**config.mk**
```make
export PLATFORM = sky130hd
export DESIGN_NAME = state_raising
export DESIGN_NICKNAME = d
export VERILOG_FILES = /design/src/rtl/ponte_pkg.sv /design/src/rtl/cycle_timer.sv /design/src/rtl/state_raising.sv
export SDC_FILE = /design/constraint.sdc
export NUM_CORES = 1
export LEC_CHECK = 0
export CAP_MARGIN = 25
export CORE_MARGIN = 2
export CORE_UTILIZATION = 55
export DETAILED_ROUTE_END_ITERATION = 16
export DONT_BUFFER_PORTS = 1
export HOLD_SLACK_MARGIN = 0.12
export PLACE_DENSITY_LB_ADDON = 0.08
export SLEW_MARGIN = 20
export SYNTH_ARGS = -nofsm -noshare
export SYNTH_HDL_FRONTEND = slang
export SYNTH_SLANG_ARGS = --single-unit
```
**constraint.sdc**
```tcl
create_clock -name Clock -period 4.8 [get_ports Clock]
set_input_delay 0 -clock Clock [delete_from_list [all_inputs] [get_ports Clock]]
set_output_delay 0 -clock Clock [all_outputs]
set_load 0.01 [all_outputs]
```
**src/rtl/ponte_pkg.sv**
```systemverilog
// rtl/ponte_pkg.sv - drawbridge state encoding and lamp/motor decode table
package ponte_pkg;

    typedef enum logic [2:0] {
        IDLE    = 3'd0,
        WARN    = 3'd1,
        CLEAR   = 3'd2,
        RAISING = 3'd3,
        HALT    = 3'd4,
        UP      = 3'd5,
        FAULT   = 3'd6
    } state_t;

    typedef struct packed {
        logic mt;
        logic al;
        logic tfl;
        logic raised;
    } lamp_t;

    // Unused encodings decode like FAULT: alarm on, light red, motor off.
    function automatic lamp_t decode_outputs(input state_t s);
        lamp_t o;
        case (s)
            IDLE:    o = 4'b0000;
            WARN:    o = 4'b0110;
            CLEAR:   o = 4'b0110;
            RAISING: o = 4'b1110;
            HALT:    o = 4'b0110;
            UP:      o = 4'b0011;
            default: o = 4'b0110;
        endcase
        return o;
    endfunction

endpackage

```
**src/rtl/cycle_timer.sv**
```systemverilog
// rtl/cycle_timer.sv - loadable down-counter that saturates at zero
module cycle_timer #(
    parameter int W = 4
) (
    input  logic         clk,
    input  logic         rst_n,
    input  logic         load,
    input  logic [W-1:0] load_value,
    input  logic         en,
    output logic         zero
);

    logic [W-1:0] cnt;

    always_ff @(posedge clk or negedge rst_n) begin
        if (!rst_n) begin
            cnt <= '0;
        end else if (load) begin
            cnt <= load_value;
        end else if (en && (cnt != '0)) begin
            cnt <= cnt - 1'b1;
        end
    end

    assign zero = (cnt == '0);

endmodule

```
**src/rtl/state_raising.sv**
```systemverilog
// rtl/state_raising.sv - drawbridge raising sequencer; RAISE_WATCHDOG_EN adds the RAISING timeout
module state_raising
    import ponte_pkg::*;
#(
    parameter int WARN_CYCLES   = 8,
    parameter int RAISE_TIMEOUT = 64
) (
    input  logic Clock,
    input  logic Reset,
    input  logic S1,
    input  logic S2,
    input  logic S3,
    input  logic S4,
    input  logic S5,
    input  logic S6,
    output logic MT,
    output logic AL,
    output logic TFL,
    output logic RAISED
);

    localparam int CNT_MAX = (WARN_CYCLES > RAISE_TIMEOUT) ? WARN_CYCLES : RAISE_TIMEOUT;
    localparam int CW      = $clog2(CNT_MAX + 1);
    localparam logic [CW-1:0] WARN_LOAD  = CW'(WARN_CYCLES - 1);
    localparam logic [CW-1:0] RAISE_LOAD = CW'(RAISE_TIMEOUT - 1);

    state_t          state;
    state_t          state_nx;
    lamp_t           lamps;
    logic            tmr_load;
    logic            tmr_en;
    logic [CW-1:0]   tmr_value;
    logic            tmr_zero;

    cycle_timer #(.W(CW)) u_timer (
        .clk        (Clock),
        .rst_n      (Reset),
        .load       (tmr_load),
        .load_value (tmr_value),
        .en         (tmr_en),
        .zero       (tmr_zero)
    );

    always_comb begin
        state_nx  = state;
        tmr_load  = 1'b0;
        tmr_en    = 1'b0;
        tmr_value = WARN_LOAD;
        // Both limit switches closed means a broken sensor; trust neither.
        if ((state != IDLE) && S3 && S4) begin
            state_nx = FAULT;
        end else begin
            case (state)
                IDLE: if (S1 && S3) begin
                    state_nx = WARN;
                    tmr_load = 1'b1;
                end
                WARN: begin
                    if (!S1)                 state_nx = IDLE;
                    else if (tmr_zero && S6) state_nx = CLEAR;
                    else                     tmr_en   = 1'b1;
                end
                CLEAR: if (!S2) begin
                    state_nx  = RAISING;
                    tmr_load  = 1'b1;
                    tmr_value = RAISE_LOAD;
                end
                RAISING: begin
                    if (S4)            state_nx = UP;
`ifdef RAISE_WATCHDOG_EN
                    else if (tmr_zero) state_nx = FAULT;
`endif
                    else if (S5)       state_nx = HALT;
                    else               tmr_en   = 1'b1;
                end
                HALT:  if (!S5) state_nx = RAISING;
                UP:    if (S3)  state_nx = IDLE;
                FAULT: state_nx = FAULT;
                default: state_nx = FAULT;
            endcase
        end
    end

    always_ff @(posedge Clock or negedge Reset) begin
        if (!Reset) begin
            state <= IDLE;
            lamps <= '0;
        end else begin
            state <= state_nx;
            lamps <= decode_outputs(state_nx);
        end
    end

    assign MT     = lamps.mt;
    assign AL     = lamps.al;
    assign TFL    = lamps.tfl;
    assign RAISED = lamps.raised;

endmodule
```
**Yosys cells after proc, flatten, opt, wreduce, memory -nomap -nowiden**

Index checks and enable logic that the tools add are counted.

- Register bits: 14
- Input bits: 8
- Logic and storage cells: 51
- Output and inout port bits: 4

- Add/sub/neg operators: 1
- Equality and inequality tests: 7
- Reduce and logical (&&, ||, !) cells: 11
- Muxes and demuxes: 26

Operators by type and width:

| cell | count |
|---|---|
| $mux 3 | 9 |
| $mux 6 | 3 |
| $pmux 3 s6 | 1 |
| $mux 7 | 2 |
| $pmux 4 s3 | 1 |
| $eq 3x2->1 const B | 3 |
| $eq 3x3->1 const B | 3 |
| $mux 1 | 8 |
| $logic_not 7->1 | 1 |
| $reduce_bool 7->1 | 1 |
| $sub 7x1->7 const B | 1 |
| $logic_not 3->1 | 2 |
| $logic_and 1x1->1 | 5 |
| $pmux 1 s2 | 2 |
| $eq 3x1->1 const B | 1 |
| $reduce_bool 3->1 | 1 |
| $reduce_bool 2->1 | 1 |

**Logic depth before layout (Yosys ltp)**

Gate-level depths: netlist of run 1.

- Word-level depth: 9
- Depth in mapped cells: 6
- Gate-level depth less buffers: 6

**Hierarchy**

A second synthesis of run 1 with hierarchy kept.

- Cells, all modules: 106
- Area, all modules: 962.2 sq um

Modules (own cells, without submodules):

| module | seq. area each (sq um) | area each (sq um) | cells each | times used |
|---|---|---|---|---|
| state_raising | 175.2 | 500.5 | 54 | 1 |
| cycle_timer | 175.2 | 461.7 | 52 | 1 |

**Least setup slack after synthesis of run 1**

Ideal clock, no wire load.

- Path kind: reg2reg
- From: register u_timer.cnt[0]
- To: register u_timer.cnt[5]
- Arrival: 1.694 ns
- Cell stages (with the launch flop): 7
- Setup time: 0.125 ns
- Path buffers: 0
- Slack: 2.981 ns
- Clock period less this slack: 1.819 ns
- Required time: 4.675 ns
- Cell sequence: dfrtp_1 inv_1 ha_1 or4b_4 or3_4 a221oi_2 nor4_1

- Cells in the longest elaborated chain, start to end: 8
- Elaborated cells on any way between the ends: 12
- Those cells by class: add/sub: 1; mux: 6; reduce/logical: 5

RTL lines:

| what | RTL line | RTL |
|---|---|---|
| start, declared | cycle_timer.sv:13 | `logic [W-1:0] cnt;` |
| start signal, assigned | cycle_timer.sv:19 | `cnt <= load_value;` |
| start signal, assigned | cycle_timer.sv:21 | `cnt <= cnt - 1'b1;` |
| $logic_not 7->1 | cycle_timer.sv:25 | `assign zero = (cnt == '0);` |
| $logic_and 1x1->1 | state_raising.sv:60 | `else if (tmr_zero && S6) state_nx = CLEAR;` |
| $mux 1 | state_raising.sv:60 |  |
| $mux 1 | state_raising.sv:59 | `if (!S1) state_nx = IDLE;` |
| $pmux 1 s2 | state_raising.sv:53 | `case (state)` |
| $mux 1 | state_raising.sv:50 | `if ((state != IDLE) && S3 && S4) begin` |
| $logic_and 1x1->1 | cycle_timer.sv:20 | `end else if (en && (cnt != '0)) begin` |
| $reduce_bool 2->1 (no line) | -- |  |

Parallel ways exist; a longest one is shown, timed or not. The select of a mux whose other input is x is not followed.
A chain may end at the register's enable or synchronous reset.

**Worst setup path in the final report of run 1**

- From: register u_timer.cnt[0]
- To: register state[1]

- Cells in the longest elaborated chain, start to end: 6

RTL lines:

| what | RTL line | RTL |
|---|---|---|
| $logic_not 7->1 | cycle_timer.sv:25 |  |
| $logic_and 1x1->1 | state_raising.sv:60 |  |
| $mux 3 | state_raising.sv:60 |  |
| $mux 3 | state_raising.sv:59 |  |
| $pmux 3 s6 | state_raising.sv:53 |  |
| $mux 3 | state_raising.sv:50 |  |
| via state_nx[1] | state_raising.sv:28 | `state_t state_nx;` |
| end signal, assigned | state_raising.sv:89 | `state <= state_nx;` |
| end, declared | state_raising.sv:27 | `state_t state;` |

The timed path passes the listed nets, and every way through them passes these cells.

==> flow_summary.json, run 1 <==
{
  "via_per_inst": 6.276,
  "synth_cell_types": 46,
  "dieHeight_um": 45.94,
  "required_ns": 5.02,
  "area_growth_syn_to_layout_pct": 10.87,
  "async_flop_share_pct": 100.0,
  "critPathLaunchType": "register",
  "power.internal_mw": 0.2505,
  "antenna_cells": 0,
  "cts_tree": "built",
  "place_ws_ns": 2.883,
  "ys_warn_count": 0,
  "grt_max_degree": 16,
  "status": "complete, no violations",
  "fin_cells": 127,
  "switching_share_pct": 34.03,
  "ir_drop_uv": 209.1,
  "first_global_vias": 759,
  "cts.sinks": 14,
  "worst_slew_pin_slew_ns": 0.6205,
  "synth_nets": 114,
  "ys_ff_latch": 14,
  "wl_per_cell_um": 15.25,
  "dp_hpwl_um": 1418,
  "routed_wirelength_um": 1937,
  "rsz0062_at_grt": "false",
  "synthCells": 104,
  "syn-cell-area_um2": 967.2,
  "num_rows": 15,
  "path_class": "register to register",
  "drc": 0,
  "dieWidth_um": 45.94,
  "hold_class": "primary input to register",
  "grt_pass1_wl_um": 3146,
  "ios": 12,
  "clk_path_buf_depth": 2,
  "p_sw_mw": 0.1292,
  "cp.arrival_ns": 2.42,
  "grt_overflow_total": 0,
  "whs_path_depth": 3,
  "start_util_pct": 57.26,
  "cp_max_fo": 7,
  "seq_area_frac_synth_pct": 36.22,
  "synthFlopType": "dfrtp_1",
  "drive_gt1_share_pct": 11.82,
  "fin_crit_sh_pct": 45.75,
  "clkTransAtPathRegs_ns": 0.08,
  "power_density_mw_per_mm2": 354.1,
  "setup_violations": 0,
  "gp_congestion": 0.8385,
  "num_vias": 797,
  "worst_r2r_path_depth": 7,
  "combPwrFrac_pct": 32.6,
  "drtAntennaViolNets": 0,
  "slew_headroom_pct": 58.50,
  "slew_viol_final": 0,
  "numCtsBuffers": 3,
  "fin_nets": 121,
  "cap_violations": 0,
  "placedCellCount": 116,
  "h-tree-depth": 1,
  "drt_iter0_drc": 6,
  "antenna_found_initial": 0,
  "fillers": 146,
  "clkLatencyLatePin_ns": 0.28,
  "skew_ns": 0.004886,
  "tns_ns": 0,
  "die_area_mm2": 0.002110,
  "grt_usage_pct": 20.89,
  "setup.worst_path.end_class": "register",
  "power.share.clock_pct": 21.4,
  "hold_viol": 0,
  "setup_ws_ns": 2.604,
  "fmax_ghz": 0.4553,
  "drt-pass1-iter-count": 4,
  "portBuffers": 0,
  "synth_edf_count": 0,
  "seqPwrFrac_pct": 46.0,
  "post_cts_resized": 0,
  "layout_min_cycle_time_ns": 2.196,
  "p_leak_nw": 0.4612,
  "core-area_mm2": 0.001689,
  "synth.avg_cell_area_um2": 9.300,
  "root_buffer": "clkbuf_4"
}
worst max-delay path, cell delays in order (launching register included):
cell           delay [ns]
dfrtp_1              0.40
inv_1                0.10
ha_1                 0.14
or4b_4               0.48
nor3_4               0.23
a31oi_1              0.15
nand2b_1             0.09
dlygate4sd3_1        0.54
layout by cell type, fill, tap and decap left out, drive strengths merged, types with 4 or more instances in the layout:
cell type	instances
dfrtp	14
inv	7
dlygate4sd3	7
nor2	5
o21ai	5
and2	5
nor3	5
nand2	4
nor2b	4
clkbuf	4
flip-flops by register name, summed over array words and instances, names as in the netlist:
| signal | count |
|---|---|
| RAISED | 1 |
| state | 3 |
| AL | 1 |
| TFL | 1 |
| u_timer.cnt | 7 |
| MT | 1 |
what timing repair did:
action	in CTS	in global routing
endpoints found under the hold margin	22	0
hold buffers	7	0
setup buffers	0	0
power groups by stage:
| stage | logic, mW | clock network [mW] | registers (mW) |
|---|---|---|---|
| global route | 0.140 | 0.0896 | 0.179 |
| detailed placement | 0.109 | 0 | 0.176 |
| finish | 0.124 | 0.0813 | 0.175 |
| floorplan | 0.107 | 0 | 0.158 |
| global placement | 0.107 | 0 | 0.175 |
| CTS | 0.124 | 0.0850 | 0.175 |
routing by layer:
metal | part of all wire, % | wire, um | track usage (%) | up-vias
li1 | - | - | - | 411
met1 | 46 | 882 | 25.91 | 368
met2 | 49 | 946 | 33.33 | 14
met3 | 4.1 | 79 | 6.746 | 4
met4 | 1.4 | 28 | 8.000 | 0
met5 | 0 | 0 | 0 | -
path summary, 6_finish.rpt:
check	from	endpoint	slack, ns
setup / recovery	u_timer.cnt[0]	state[1]	2.60
hold / removal	S1	TFL	0.13
setup reg to reg	u_timer.cnt[0]	state[1]	2.60
hold reg to reg	u_timer.cnt[6]	u_timer.cnt[6]	0.56
max in group asynchronous	Reset	u_timer.cnt[5]	4.22
min in group asynchronous	Reset	state[1]	0.17
per-stage QoR:
step | instance area, um^2 | hold slack, ns | total power, mW | utilization, %
2_1_floorplan | 967.2 | -0.2956 | 0.2650 | -
3_3_place_gp | 965.9 | -0.2951 | 0.2817 | 57.19
3_5_place_dp | 965.9 | -0.2952 | 0.2849 | 57.19
4_1_cts | 1072 | 0.1307 | 0.3836 | 63.48
5_1_grt | 1072 | 0.1507 | 0.4094 | 63.48
6_report | 1072 | 0.1329 | 0.3797 | 63.48
cell families (layout without fill, tap and decap cells):
logic type | after synthesis | in the layout | synth area share, %
AND/OR/NAND/NOR | 42 | 42 | 28.07
AO/OA/AOI/OAI | 31 | 31 | 24.71
flip-flops | 14 | 14 | 36.22
buffers and inverters | 12 | 18 | 5.045
adder cells (fa/ha/maj) | 3 | 3 | 3.622
multiplexers | 2 | 2 | 2.328
layout make-up:
| cell class | instances | area, um^2 | area share (%) |
|---|---|---|---|
| multi-input cells | 78 | 568.0 | 52.98 |
| clock buffers | 4 | 36.28 | 3.384 |
| inverters | 7 | 26.28 | 2.450 |
| repair buffers | 7 | 70.07 | 6.534 |
| well taps | 17 | 21.27 | 1.984 |
| flip-flops and latches | 14 | 350.3 | 32.67 |
cells in the mapped netlist, types with 2 or more instances:
library cell | count | area [um^2]
dfrtp_1 | 14 | 350.3
inv_1 | 7 | 26.28
and2_1 | 5 | 31.28
nor2_1 | 5 | 18.77
o21ai_0 | 5 | 25.02
nand2_1 | 4 | 15.01
nor2b_1 | 4 | 25.02
nor3_1 | 4 | 20.02
a21oi_1 | 3 | 15.01
a31oi_1 | 3 | 18.77
nand2b_1 | 3 | 18.77
nand3_1 | 3 | 15.01
nor3b_1 | 3 | 22.52
and3_1 | 2 | 12.51
buf_2 | 2 | 10.01
ha_1 | 2 | 25.02
mux2_2 | 2 | 22.52
o211ai_1 | 2 | 15.01
o311a_1 | 2 | 20.02
o31a_1 | 2 | 17.52
o31ai_1 | 2 | 15.01
(Power assumes the default switching activity.)
==> run 2, diff against run 1 <==
- ABC_AREA: unset -> 1
- clock period: 4.8 -> 1.82 ns (I/O delays scaled with it)
==> flow_summary.json, run 2 <==
{
  "cp_max_fo": 5,
  "die_area_mm2": 0.002167,
  "critPathLaunchType": "register",
  "async_flop_share_pct": 100.0,
  "ir_drop_uv": 330.6,
  "status": "complete, no violations",
  "timing.reg2reg.setup_slack_ns": 0.06,
  "yosys-top-cells-count": "nand2_1 (27), inv_1 (17), dfrtp_1 (14), nand2_2 (14), nand3_1 (13)",
  "dp_hpwl_um": 1430,
  "cap_violations": 0,
  "dieHeight_um": 46.56,
  "cts.sinks": 14,
  "ys_warn_count": 0,
  "grt_max_degree": 15,
  "yosysMostFrequentCell": "nand2_1",
  "clkTransAtPathRegs_ns": 0.09,
  "drc": 0,
  "antenna_cells": 0,
  "synth_top_area_share_pct": 35.18,
  "path_class": "register to register",
  "required_ns": 2.00,
  "clkLatencyLatePin_ns": 0.28,
  "setup_violations": 0,
  "num_vias": 814,
  "seq_area_frac_synth_pct": 35.18,
  "synthFlopType": "dfrtp_1",
  "syn-cell-area_um2": 996.0,
  "regMostFlops": "u_timer.cnt",
  "grt_overflow_total": 0,
  "gp_congestion": 0.8488,
  "cts_tree": "built",
  "via_per_inst": 4.933,
  "dieWidth_um": 46.56,
  "slew_viol_final": 0,
  "drtAntennaViolNets": 0,
  "hold_class": "primary input to register",
  "layout_min_cycle_time_ns": 1.759,
  "fin_crit_sh_pct": 96.62,
  "fin_cells": 165,
  "synth_top_area_cell": "dfrtp_1",
  "start_util_pct": 58.32,
  "grt_usage_pct": 21.23,
  "power_density_mw_per_mm2": 498.8,
  "wl_per_cell_um": 11.53,
  "routed_wirelength_um": 1903,
  "clk_path_buf_depth": 2,
  "fmax_ghz": 0.5687,
  "p_leak_nw": 0.5281,
  "cp.arrival_ns": 1.93,
  "root_buffer": "clkbuf_4",
  "drive_gt1_share_pct": 31.43,
  "fillers": 141,
  "hold_viol": 0,
  "synth_cell_types": 20,
  "cts_setup_buffers": 0,
  "drt_iter0_drc": 12,
  "numCtsBuffers": 3,
  "synthCells": 129,
  "fin_nets": 151,
  "drt-pass1-iter-count": 4,
  "h-tree-depth": 1,
  "placedCellCount": 153,
  "final_area_mm2": 0.001130,
  "antenna_found_initial": 0,
  "final_common_cell": "nand2_1",
  "synth.avg_cell_area_um2": 7.721,
  "skew_ns": 0.003594,
  "synth_nets": 139,
  "largest_reg_flops": 7,
  "synth.area.top_cells": "dfrtp_1 (35%), nand2_1 (10%), nand2_2 (8.8%)",
  "ios": 12,
  "area_growth_syn_to_layout_pct": 13.44,
  "top_regs": "u_timer.cnt x7, state x3",
  "dpl_cell_area_mm2": 0.001007,
  "setup.worst_path.end_class": "register",
  "synth_edf_count": 0,
  "ys_ff_latch": 14,
  "core-area_mm2": 0.001708,
  "grt_pass1_wl_um": 3201,
  "final_cell_mix": "nand2_1 (27), inv_1 (17), nand2_2 (14)",
  "portBuffers": 0,
  "worst_slew_pin_slew_ns": 0.6479,
  "first_global_vias": 775,
  "slew_headroom_pct": 56.66,
  "num_rows": 15
}
-- run 2: cell families after synthesis --
group | count (synthesis) | share of synthesized area [%]
AOI/OAI and AO/OA | 14 | 10.05
and+or+nand+nor | 75 | 40.33
xor gates and xnor gates | 2 | 1.759
adders and majority gates | 2 | 2.512
buffers and inverters | 22 | 10.18
DFF | 14 | 35.18
-- run 2: power by group --
part,internal [mW],switching [mW]
Combinational,0.0112,0.0160
Clock,0.122,0.104
Sequential,0.311,0
Total,0.444,0.120
-- run 2: layer usage --
metal | global-route usage, % | vias up | part of all wire, %
li1 | - | 421 | -
met1 | 24.88 | 372 | 43
met2 | 38.61 | 16 | 52
met3 | 2.353 | 5 | 3.2
met4 | 8.571 | 0 | 1.9
met5 | 0 | - | 0
-- run 2: timing repair --
action | in CTS | in global routing
hold buffers | 8 | 0
endpoints found under the setup margin | 0 | 1
resized for setup | 0 | 2
endpoints found under the hold margin | 20 | 0
-- run 2: path summary, 6_finish.rpt --
check / to / cells past startpoint / startpoint
min reg2reg: u_timer.cnt[0] / 3 / u_timer.cnt[0]
max: state[1] / 7 / state[2]
max in group asynchronous: state[2] / 1 / Reset
min: u_timer.cnt[5] / 5 / S2
min in group asynchronous: u_timer.cnt[6] / 1 / Reset
max reg2reg: state[1] / 7 / state[2]
-- run 2: final cells by class --
type	count	area, um^2	area share [%]
Clock buffer	4	36.28	3.212
Timing Repair Buffer	8	80.08	7.088
Multi-Input combinational cell	93	549.3	48.62
Sequential cell	14	351.6	31.12
Tap cell	25	31.28	2.769
Inverter	21	81.33	7.198
-- run 2: critical path, cell delays in order (launching register included) --
cell	delay [ns]
dfrtp_2	0.46
nor2_4	0.16
nand2_2	0.08
nand2_4	0.11
o21ai_2	0.09
nor2_4	0.14
nand2_1	0.06
dlygate4sd3_1	0.55
-- run 2: per-stage QoR --
step	power, mW	utilization (%)	hold WS, ns	setup slack [ns]	TNS [ns]
after floorplan	0.3255	-	-0.2956	0.3453	0
after global placement	0.3267	58.97	-0.2952	0.2972	0
after detailed placement	0.3270	58.97	-0.2952	0.2795	0
after CTS	0.5678	65.79	0.1214	0.04368	0
after global routing	0.5819	66.15	0.1337	-0.01925	-0.01925
final	0.5636	66.15	0.1139	0.06149	0
